**src/rtl/alu_pkg.sv**
```systemverilog
// alu_pkg: opcodes and FSM states shared by the ALU sharing controller
package alu_pkg;
  localparam int OP_W = 3;
  localparam logic [OP_W-1:0] OP_ADD = 3'd0;
  localparam logic [OP_W-1:0] OP_SUB = 3'd1;
  localparam logic [OP_W-1:0] OP_AND = 3'd2;
  localparam logic [OP_W-1:0] OP_OR  = 3'd3;
  localparam logic [OP_W-1:0] OP_XOR = 3'd4;
  typedef enum logic [1:0] {S_IDLE, S_EXEC, S_RESP} state_t;
endpackage

```
**src/rtl/alu_core.sv**
```systemverilog
// alu_core: combinational W-bit ALU with carry/borrow result bit and unsigned compare flags
module alu_core import alu_pkg::*; #(
  parameter int W = 4
) (
  input  logic [OP_W-1:0] op,
  input  logic [W-1:0]    a,
  input  logic [W-1:0]    b,
  output logic [W:0]      y,
  output logic            gt,
  output logic            eq,
  output logic            lt,
  output logic            err
);
  assign y = op == OP_ADD ? {1'b0, a} + {1'b0, b} :
             op == OP_SUB ? {1'b0, a} - {1'b0, b} :
             op == OP_AND ? {1'b0, a & b} :
             op == OP_OR  ? {1'b0, a | b} :
             op == OP_XOR ? {1'b0, a ^ b} : '0;
  assign gt  = a > b;
  assign eq  = a == b;
  assign lt  = a < b;
  assign err = op > OP_XOR;
endmodule

```
**src/rtl/alu_share_ctrl.sv**
```systemverilog
// alu_share_ctrl: round-robin time-sharing of one ALU among NREQ valid/ready requesters
module alu_share_ctrl import alu_pkg::*; #(
  parameter int NREQ = 4,
  parameter int W    = 4
) (
  input  logic                 clk,
  input  logic                 rst,
  input  logic [NREQ-1:0]      req_valid,
  output logic [NREQ-1:0]      req_ready,
  input  logic [OP_W*NREQ-1:0] req_op,
  input  logic [W*NREQ-1:0]    req_a,
  input  logic [W*NREQ-1:0]    req_b,
  output logic                 rsp_valid,
  input  logic                 rsp_ready,
  output logic [2:0]           rsp_id,
  output logic [W:0]           rsp_data,
  output logic [2:0]           rsp_flags,
  output logic                 rsp_err,
  output logic                 busy
);
  state_t state;
  logic [2:0] rr_ptr, off, gnt, id_q;
  logic [3:0] sum;
  logic [NREQ-1:0] rot;
  logic [OP_W-1:0] op_q;
  logic [W-1:0] a_q, b_q;
  logic [W:0] y;
  logic gt, eq, lt, err;
  // rotate so rr_ptr sits at bit 0, pick the lowest set bit, then rotate back
  assign rot = NREQ'({req_valid, req_valid} >> rr_ptr);
  always_comb begin
    off = '0;
    for (int i = NREQ - 1; i >= 0; i--) if (rot[i]) off = 3'(i);
  end
  assign sum = {1'b0, rr_ptr} + {1'b0, off};
  assign gnt = sum >= 4'(NREQ) ? 3'(sum - 4'(NREQ)) : sum[2:0];
  assign req_ready = state == S_IDLE ? req_valid & (NREQ'(1) << gnt) : '0;
  assign busy = state != S_IDLE;
  alu_core #(.W(W)) u_alu (.op(op_q), .a(a_q), .b(b_q), .y(y), .gt(gt), .eq(eq), .lt(lt), .err(err));
  always_ff @(posedge clk or posedge rst) begin
    if (rst) begin
      state     <= S_IDLE;
      rr_ptr    <= '0;
      op_q      <= '0;
      a_q       <= '0;
      b_q       <= '0;
      id_q      <= '0;
      rsp_valid <= 1'b0;
      rsp_id    <= '0;
      rsp_data  <= '0;
      rsp_flags <= '0;
      rsp_err   <= 1'b0;
    end else begin
      case (state)
        S_IDLE: if (|req_valid) begin
          state  <= S_EXEC;
          op_q   <= req_op[OP_W*gnt +: OP_W];
          a_q    <= req_a[W*gnt +: W];
          b_q    <= req_b[W*gnt +: W];
          id_q   <= gnt;
          rr_ptr <= gnt == 3'(NREQ - 1) ? '0 : gnt + 3'd1;
        end
        S_EXEC: begin
          state     <= S_RESP;
          rsp_valid <= 1'b1;
          rsp_id    <= id_q;
          rsp_data  <= y;
          rsp_flags <= {gt, eq, lt};
          rsp_err   <= err;
        end
        S_RESP: if (rsp_ready) begin
          state     <= S_IDLE;
          rsp_valid <= 1'b0;
        end
        default: state <= S_IDLE;
      endcase
    end
  end
endmodule

```
**config.mk**
```make
export PLATFORM = sky130hd
export DESIGN_NAME = alu_share_ctrl
export DESIGN_NICKNAME = d
export VERILOG_FILES = /design/src/rtl/alu_pkg.sv /design/src/rtl/alu_core.sv /design/src/rtl/alu_share_ctrl.sv
export SDC_FILE = /design/constraint.sdc
export NUM_CORES = 1
export LEC_CHECK = 0
export BUFFER_PORTS_ARGS = -buffer_cell sky130_fd_sc_hd__buf_4
export CAP_MARGIN = 20
export CORE_MARGIN = 8
export CORE_UTILIZATION = 50
export DETAILED_ROUTE_END_ITERATION = 6
export PLACE_DENSITY = 0.78
export SLEW_MARGIN = 0
export SYNTH_ARGS = -nofsm -noshare
export SYNTH_HDL_FRONTEND = slang
export SYNTH_SLANG_ARGS = --single-unit
export TNS_END_PERCENT = 50
```
**constraint.sdc**
```tcl
create_clock -name clk -period 3.6 [get_ports clk]
set_input_delay 0.18 -clock clk [delete_from_list [all_inputs] [get_ports clk]]
set_output_delay 0.18 -clock clk [all_outputs]
set_load 0.05 [all_outputs]
```
==> results of run 1 <==
==> through the flow <==
stage / setup slack (ns) / util, % / hold WS, ns / instance area [µm²] / power [mW]
after floorplan: 0.542 / - / 0.287 / 2320 / 2.37
after global placement: 0.861 / 64.5 / 0.287 / 2850 / 2.74
after detailed placement: 0.765 / 64.5 / 0.299 / 2850 / 2.79
after CTS: 0.457 / 66.9 / 0.100 / 2950 / 3.09
after global routing: 0.285 / 66.9 / 0.0943 / 2950 / 3.34
final: 0.463 / 66.9 / 0.101 / 2950 / 3.07
==> power groups by stage <==
stage	Combinational, mW	Clock, mW	Sequential [mW]
global route	2.30	0.309	0.736
global placement	2.03	0	0.702
detailed placement	2.08	0	0.714
finish	2.08	0.285	0.706
floorplan	1.52	0	0.846
CTS	2.10	0.292	0.707
==> worst reg2reg max path, delay by kind of cell (launching register included) <==
family	cells	cell delay (ns)
adder cells (fa/ha/maj)	1	0.27
AO/OA/AOI/OAI	2	0.43
multiplexers	2	0.77
flip-flops	1	0.49
AND/OR/NAND/NOR	3	0.83
==> cells in the mapped netlist, drive strengths merged, types with 2 or more instances <==
library cell / n
fa: 3
nand2b: 3
a22o: 12
or3b: 2
nor3: 3
inv: 21
and3: 4
nand2: 21
nor2: 13
a31oi: 2
clkbuf: 2
o21ai: 16
dfrtp: 32
a211oi: 2
mux4: 12
a21oi: 10
a21o: 3
nand3: 3
o21a: 3
nor2b: 5
ha: 18
buf: 10
mux2: 5
==> cells in the final DEF, fill, tap and decap left out, drive strengths merged, types with 3 or more instances in the layout <==
master / n
o21ai: 16
dfrtp: 32
nor3: 3
nand3: 3
inv: 21
a21oi: 10
and3: 4
nand2: 21
nor2b: 5
ha: 18
mux4: 12
mux2: 5
a22o: 12
clkbuf: 6
o21a: 3
fa: 3
buf: 71
nor2: 13
nand2b: 3
a21o: 3
==> cells by family (layout without fill, tap and decap cells) <==
group	after synthesis	count (layout)	share of synthesized area, %
compound gates	56	56	17.5
simple gates	60	60	13.4
xor+xnor	2	2	0.756
mux	18	18	15.2
buf+inv	33	101	6.26
fa+ha+maj	21	21	12.3
flops	32	32	34.6
==> metal layers <==
layer | track usage [%] | vias to the layer above
met5 | 0 | -
met4 | 6.59 | 0
met3 | 6.35 | 7
met2 | 23.7 | 74
met1 | 18.0 | 896
li1 | - | 931
==> worst max path at each step <==
| stage | from | to | slack [ns] |
|---|---|---|---|
| 6_report | rr_ptr[0]$_DFFE_PP0P_ | req_ready[3] | 0.46 |
| 5_1_grt | rr_ptr[0]$_DFFE_PP0P_ | req_ready[3] | 0.29 |
| 2_1_floorplan | rr_ptr[0]$_DFFE_PP0P_ | req_ready[3] | 0.54 |
| 3_3_place_gp | rr_ptr[0]$_DFFE_PP0P_ | a_q[1]$_DFFE_PP0P_ | 0.86 |
| 3_5_place_dp | rr_ptr[0]$_DFFE_PP0P_ | op_q[1]$_DFFE_PP0P_ | 0.77 |
| 4_1_cts | rr_ptr[0]$_DFFE_PP0P_ | req_ready[3] | 0.46 |
==> sequential cells by signal (all words and copies together), names as in the netlist <==
register and count:
rsp_err 1, id_q 3, rr_ptr 3, rsp_data 5, state 2, rsp_flags 3, rsp_id 3, a_q 4
b_q 4, op_q 3, rsp_valid 1
==> final cells by class <==
class / count / share of cell area (%)
well taps: 52 / 2.20
repair buffers: 72 / 18.4
inverters: 21 / 2.67
clock inverters: 2 / 0.339
flip-flops and latches: 32 / 27.1
clock buffers: 6 / 2.80
multi-input cells: 157 / 46.5
==> what timing repair did <==
| item | CTS | global route |
|---|---|---|
| endpoints found under the setup margin | 0 | 0 |
| setup buffers | 0 | 0 |
| hold buffers | 1 | 0 |
| endpoints found under the hold margin | 32 | 0 |
==> flow_metrics.tcl, run 1 <==
set metrics [dict create \
    first_global_vias 2000 \
    timing.reg2reg.setup_slack_ns 0.74 \
    number_of_vias_after_detailed_routing 1908 \
    ctsResizeCount 0 \
    route.detailed.vias_per_inst 5.58 \
    die_w_um 84.1 \
    fp-row-count 24 \
    fill_cells 357 \
    tritoncts "done" \
    ir_drop_mv 0.500 \
    outcome "complete, no violations" \
    endpoint_kind "output pin" \
    finClkSkew_ns 0.00754 \
    pwr-share-clk_pct 9.3 \
    storage_element_area_um2 801 \
    cts-htree-levels 2 \
    timing.critical_path.fanout_max 9 \
    path_cells "mux2_2 > o21ai_1 > nand3_1 > o21ai_1 > ha_1 > inv_1 > fa_1 > inv_1 > ha_1 > and3_1 > buf_4" \
    antenna_violating_nets_post_route 0 \
    overall_global_routing_resource_usage_pct 15.3 \
    dieArea_um2 7070 \
    postSynthRegisterBits 32 \
    critPathArrivalTime_ns 2.96 \
    synth_async_sr_flop_share_pct 100 \
    wl_met1_um 2340 \
    synthesis.yosys.warnings 0 \
    detailroute.wirelength.met3_um 436 \
    initial_utilization_pct 52.5 \
    data_required_time_at_the_worst_endpoint_ns 3.42 \
    violation_count_after_the_first_detailed_route_iteration 103 \
    pin_count_of_the_biggest_net_entering_global_routing 33 \
    yosysTopAreaCellShare_pct 34.6 \
    cellInternalPower_mw 1.62 \
    path_depth 11 \
    synth_edf_count 0 \
    power.switching_fraction_pct 47.2 \
    design.final.nets 361 \
    r2r_cells 8 \
    hold_start "rsp_ready" \
    area_delta_synth_final_pct 27.4 \
    worstHoldPathCells 2 \
    postSynthNetCount 294 \
    cts-root-to-sink-buffers 2 \
    clk_latency_ns 0.29 \
    synth.area.top_cells "dfrtp_1 (35%), ha_1 (9.7%), mux4_2 (7.8%), mux4_1 (4.5%), a22o_1 (4.5%)" \
    r2r-start "rr_ptr[0]$_DFFE_PP0P_" \
    period_share_pct 87.1 \
    grt_pass1_wl_um 9020 \
    tightest_slew_ns 0.871 \
    top_signal_layer_used "met4" \
    port_buffer_count 68 \
    global_route.overflow_total 0 \
    cpPeakStageDelay_ns 0.58 \
    worst_path_buffer_plus_inverter_count 3 \
    dp_hpwl_um 4180 \
    design.portCount 69 \
    drt_drc_violations_left 0 \
    max-cap-violations 0 \
    dpl.cell_count 333 \
    type_of_the_tightest_min_delay_check "input pin to flip-flop" \
    synth.lib_cells_used.distinct 47 \
    power.density_cell_area_nw_per_um2 1040 \
    postSynthAreaPerCell_um2 10.4 \
    syn_area_um2 2320 \
    yosysSeqAreaShare_pct 34.6 \
    wl_um 5200 \
    cts_sinks 32 \
    timing.final.hold_violations 0 \
    hold_path_end "state[1]$_DFFE_PP0P_" \
    cts-buffers-inserted 5 \
    wl_met2_um 2330 \
    worstSetupPathType "flip-flop to output pin" \
    final.setup.tns_ns 0 \
    gp_congestion 0.836 \
    yosys_most_used_dff "dfrtp_1" \
    number_of_pins_exceeding_their_max_slew_limit_in_the_final_report 0 \
    drt-wirelength-per-cell_um 15.2 \
    power.static_leakage_nw 1.44 \
    cts.clk_slew.worst_paths_ns 0.07 \
    dieHeight_um 84.1 \
    dr.pass1.iters 4 \
    netlist_instances 222 \
    setup.worst_path.start_class "flip-flop" \
    power.share.combinational_pct 67.7 \
    period_needed_ns 3.14 \
    grt_setup_unrepaired "no" \
    seq_power_share_pct 23.0 \
    cts-root-buf "clkbuf_8" \
    drive_above_1_share_pct 34.1 \
    core_area_um2 4410 \
    setup_viol_count_final 0 \
    worst_slew_margin_rel_pct 41.8 \
    synth_area_leader_cell "dfrtp_1" \
    antennaDiodeCount 0 \
    multi_input_area_um2 1370 \
    crit-reg2reg-capture "a_q[0]$_DFFE_PP0P_" \
    timing.fmax_ghz 0.319 \
    layoutNonFillerInstCount 342 \
    initial_antenna_violation_count 0 \
    critical-path-top-delay-family "adder cells" \
    critPathSlowestCell "fa_1" \
    power_switching_mw 1.45 \
]
Note: power is estimated with default switching activity, not from simulation.
==> run 2: changes to the inputs <==
ABC_AREA = 1   (was unset)
PLACE_DENSITY = 0.77   (was 0.78)
==> flow_metrics.tcl, run 2 <==
set metrics [dict create \
    postSynthNetCount 406 \
    largest_register_ffs 5 \
    ctsResizeCount 0 \
    worstSetupPathType "flip-flop to output pin" \
    finClkSkew_ns 0.00947 \
    period_needed_ns 3.13 \
    initial_utilization_pct 50.9 \
    core_area_um2 4660 \
    port_buffer_count 68 \
    design.portCount 69 \
    worst_slew_margin_rel_pct 60.9 \
    yosysSeqAreaShare_pct 33.8 \
    overall_global_routing_resource_usage_pct 17.2 \
    fp-row-count 25 \
    route.detailed.vias_per_inst 5.16 \
    tightest_slew_ns 0.585 \
    synth_edf_count 0 \
    grt_setup_unrepaired "no" \
    pin_count_of_the_biggest_net_entering_global_routing 33 \
    violation_count_after_the_first_detailed_route_iteration 239 \
    cts-root-buf "clkbuf_8" \
    final.setup.tns_ns 0 \
    number_of_pins_exceeding_their_max_slew_limit_in_the_final_report 0 \
    drt_drc_violations_left 0 \
    clk_latency_ns 0.29 \
    postSynthAreaPerCell_um2 7.10 \
    cts-htree-levels 2 \
    period_share_pct 86.9 \
    die_w_um 84.9 \
    gp_congestion 0.884 \
    mostFrequentLayoutCells "nand2_1 (73), buf_4 (71), inv_1 (40), nor2_1 (39), o21ai_0 (33)" \
    endpoint_kind "output pin" \
    synth_area_leader_cell "dfrtp_1" \
    dieHeight_um 84.9 \
    wl_um 5970 \
    setup.worst_path.start_class "flip-flop" \
    timing.critical_path.fanout_max 13 \
    syn_area_um2 2370 \
    design.final.nets 473 \
    yosys-top-cells-count "nand2_1 (73), inv_1 (40), nor2_1 (39)" \
    synthesis.yosys.warnings 0 \
    critPathArrivalTime_ns 2.95 \
    synth.lib_cells_used.distinct 31 \
    global_route.overflow_total 0 \
    netlist_instances 334 \
    number_of_vias_after_detailed_routing 2354 \
    antenna_violating_nets_post_route 0 \
    cts_sinks 32 \
    max_flop_register "rsp_data" \
    antennaDiodeCount 0 \
    max-cap-violations 0 \
    dr.pass1.iters 4 \
    fill_cells 423 \
    yosysMostFrequentCell "nand2_1" \
    drive_above_1_share_pct 23.4 \
    type_of_the_tightest_min_delay_check "input pin to flip-flop" \
    outcome "complete, no violations" \
    drt-wirelength-per-cell_um 13.1 \
    synth.area.top_cells "dfrtp_1 (34%), nand2_1 (12%), ha_1 (9.5%), o21ai_0 (7.0%), inv_1 (6.3%)" \
    cts.clk_slew.worst_paths_ns 0.07 \
    timing.final.hold_violations 0 \
    biggestRegsByFlops "rsp_data x5, a_q x4, b_q x4" \
    setup_viol_count_final 0 \
    timing.fmax_ghz 0.320 \
    initial_antenna_violation_count 0 \
    tritoncts "done" \
    yosysTopAreaCellShare_pct 33.8 \
    area_delta_synth_final_pct 26.7 \
    yosys_most_used_dff "dfrtp_1" \
    cts-root-to-sink-buffers 2 \
    data_required_time_at_the_worst_endpoint_ns 3.42 \
    dp_hpwl_um 4850 \
    cts-buffers-inserted 5 \
    grt_pass1_wl_um 10400 \
    dieArea_um2 7200 \
    synth_async_sr_flop_share_pct 100 \
    postSynthRegisterBits 32 \
    layout.cells.most_common "nand2_1" \
    first_global_vias 2323 \
]
==> run 2: cell types whose count changed after synthesis, sizes merged, moves of 12 or more <==
cell | previous run | this run
a22o | 12 | 0
nand3 | 3 | 18
nand2 | 21 | 73
inv | 21 | 47
o21ai | 16 | 55
mux4 | 12 | 0
nor2 | 13 | 43
o22ai | 0 | 13
==> run 2: cells by family (layout without fill, tap and decap cells) <==
group	after synthesis	after routing	share of synthesized area, %
compound gates	80	80	18.8
xor+xnor	1	1	0.369
fa+ha+maj	21	21	12.0
buf+inv	61	129	10.4
flops	32	32	33.8
simple gates	139	139	24.6
==> run 2: path summary, 6_finish.rpt <==
check                           slack, ns                      end  depth (start not counted)               startpoint
min in group asynchronous            0.53    rsp_valid$_DFFE_PP0P_                          4                      rst
worst max-delay path                 0.47             req_ready[3]                         15    rr_ptr[2]$_DFFE_PP0P_
worst min-delay path                 0.08     state[1]$_DFFE_PP0P_                          2                rsp_ready
worst min register to register       0.48  rsp_data[2]$_DFFE_PP0P_                          2  rsp_data[2]$_DFFE_PP0P_
max in group asynchronous            2.78  rsp_data[0]$_DFFE_PP0P_                          4                      rst
worst max register to register       0.94      op_q[0]$_DFFE_PP0P_                         15    rr_ptr[2]$_DFFE_PP0P_
==> run 2: final cells by class <==
| type | count | area, µm² | area share (%) |
|---|---|---|---|
| clock buffer | 5 | 68.8 | 2.29 |
| clock inverter | 3 | 18.8 | 0.624 |
| inverter | 49 | 184 | 6.12 |
| multi-input combinational | 241 | 1320 | 44.0 |
| sequential | 32 | 801 | 26.6 |
| tap | 54 | 67.6 | 2.25 |
| timing repair buffer | 72 | 543 | 18.1 |
==> run 2: stage by stage <==
step,utilization [%],hold slack [ns],std cells,setup slack [ns],instance area (µm²)
after floorplan,-,0.287,334,0.460,2370
after global routing,64.5,0.108,456,0.111,3010
after global placement,62.4,0.291,447,0.827,2910
final,64.5,0.0836,456,0.470,3010
after CTS,64.5,0.0759,456,0.459,3010
after detailed placement,62.4,0.294,447,0.785,2910
==> run 2: what timing repair did <==
item | CTS | global route
setup buffers | 0 | 0
hold buffers | 1 | 0
endpoints found under the hold margin | 32 | 0
==> run 2: worst max-delay path: stages (launching register included) <==
cell and delay [ns]:
dfrtp_1 0.38, inv_1 0.13, nand3_1 0.09, nand2_1 0.08, inv_2 0.04, o21ai_1 0.15
nand2_1 0.07, a21oi_1 0.14, ha_1 0.18, inv_1 0.05, fa_1 0.46, inv_1 0.27
ha_1 0.24, nand2_1 0.08, nor2_1 0.09, buf_4 0.20
==> run 2: metal layers <==
metal | vias to the layer above | track usage (%) | share of wire (%)
li1 | 1215 | - | -
met1 | 1050 | 21.3 | 45
met2 | 85 | 27.9 | 46
met3 | 4 | 5.79 | 8.2
met4 | 0 | 4.37 | 1.0
met5 | - | 0 | 0
Power of run 2 is not shown: default switching activity piles up to over one toggle a cycle in this logic, so the estimate is an artifact.
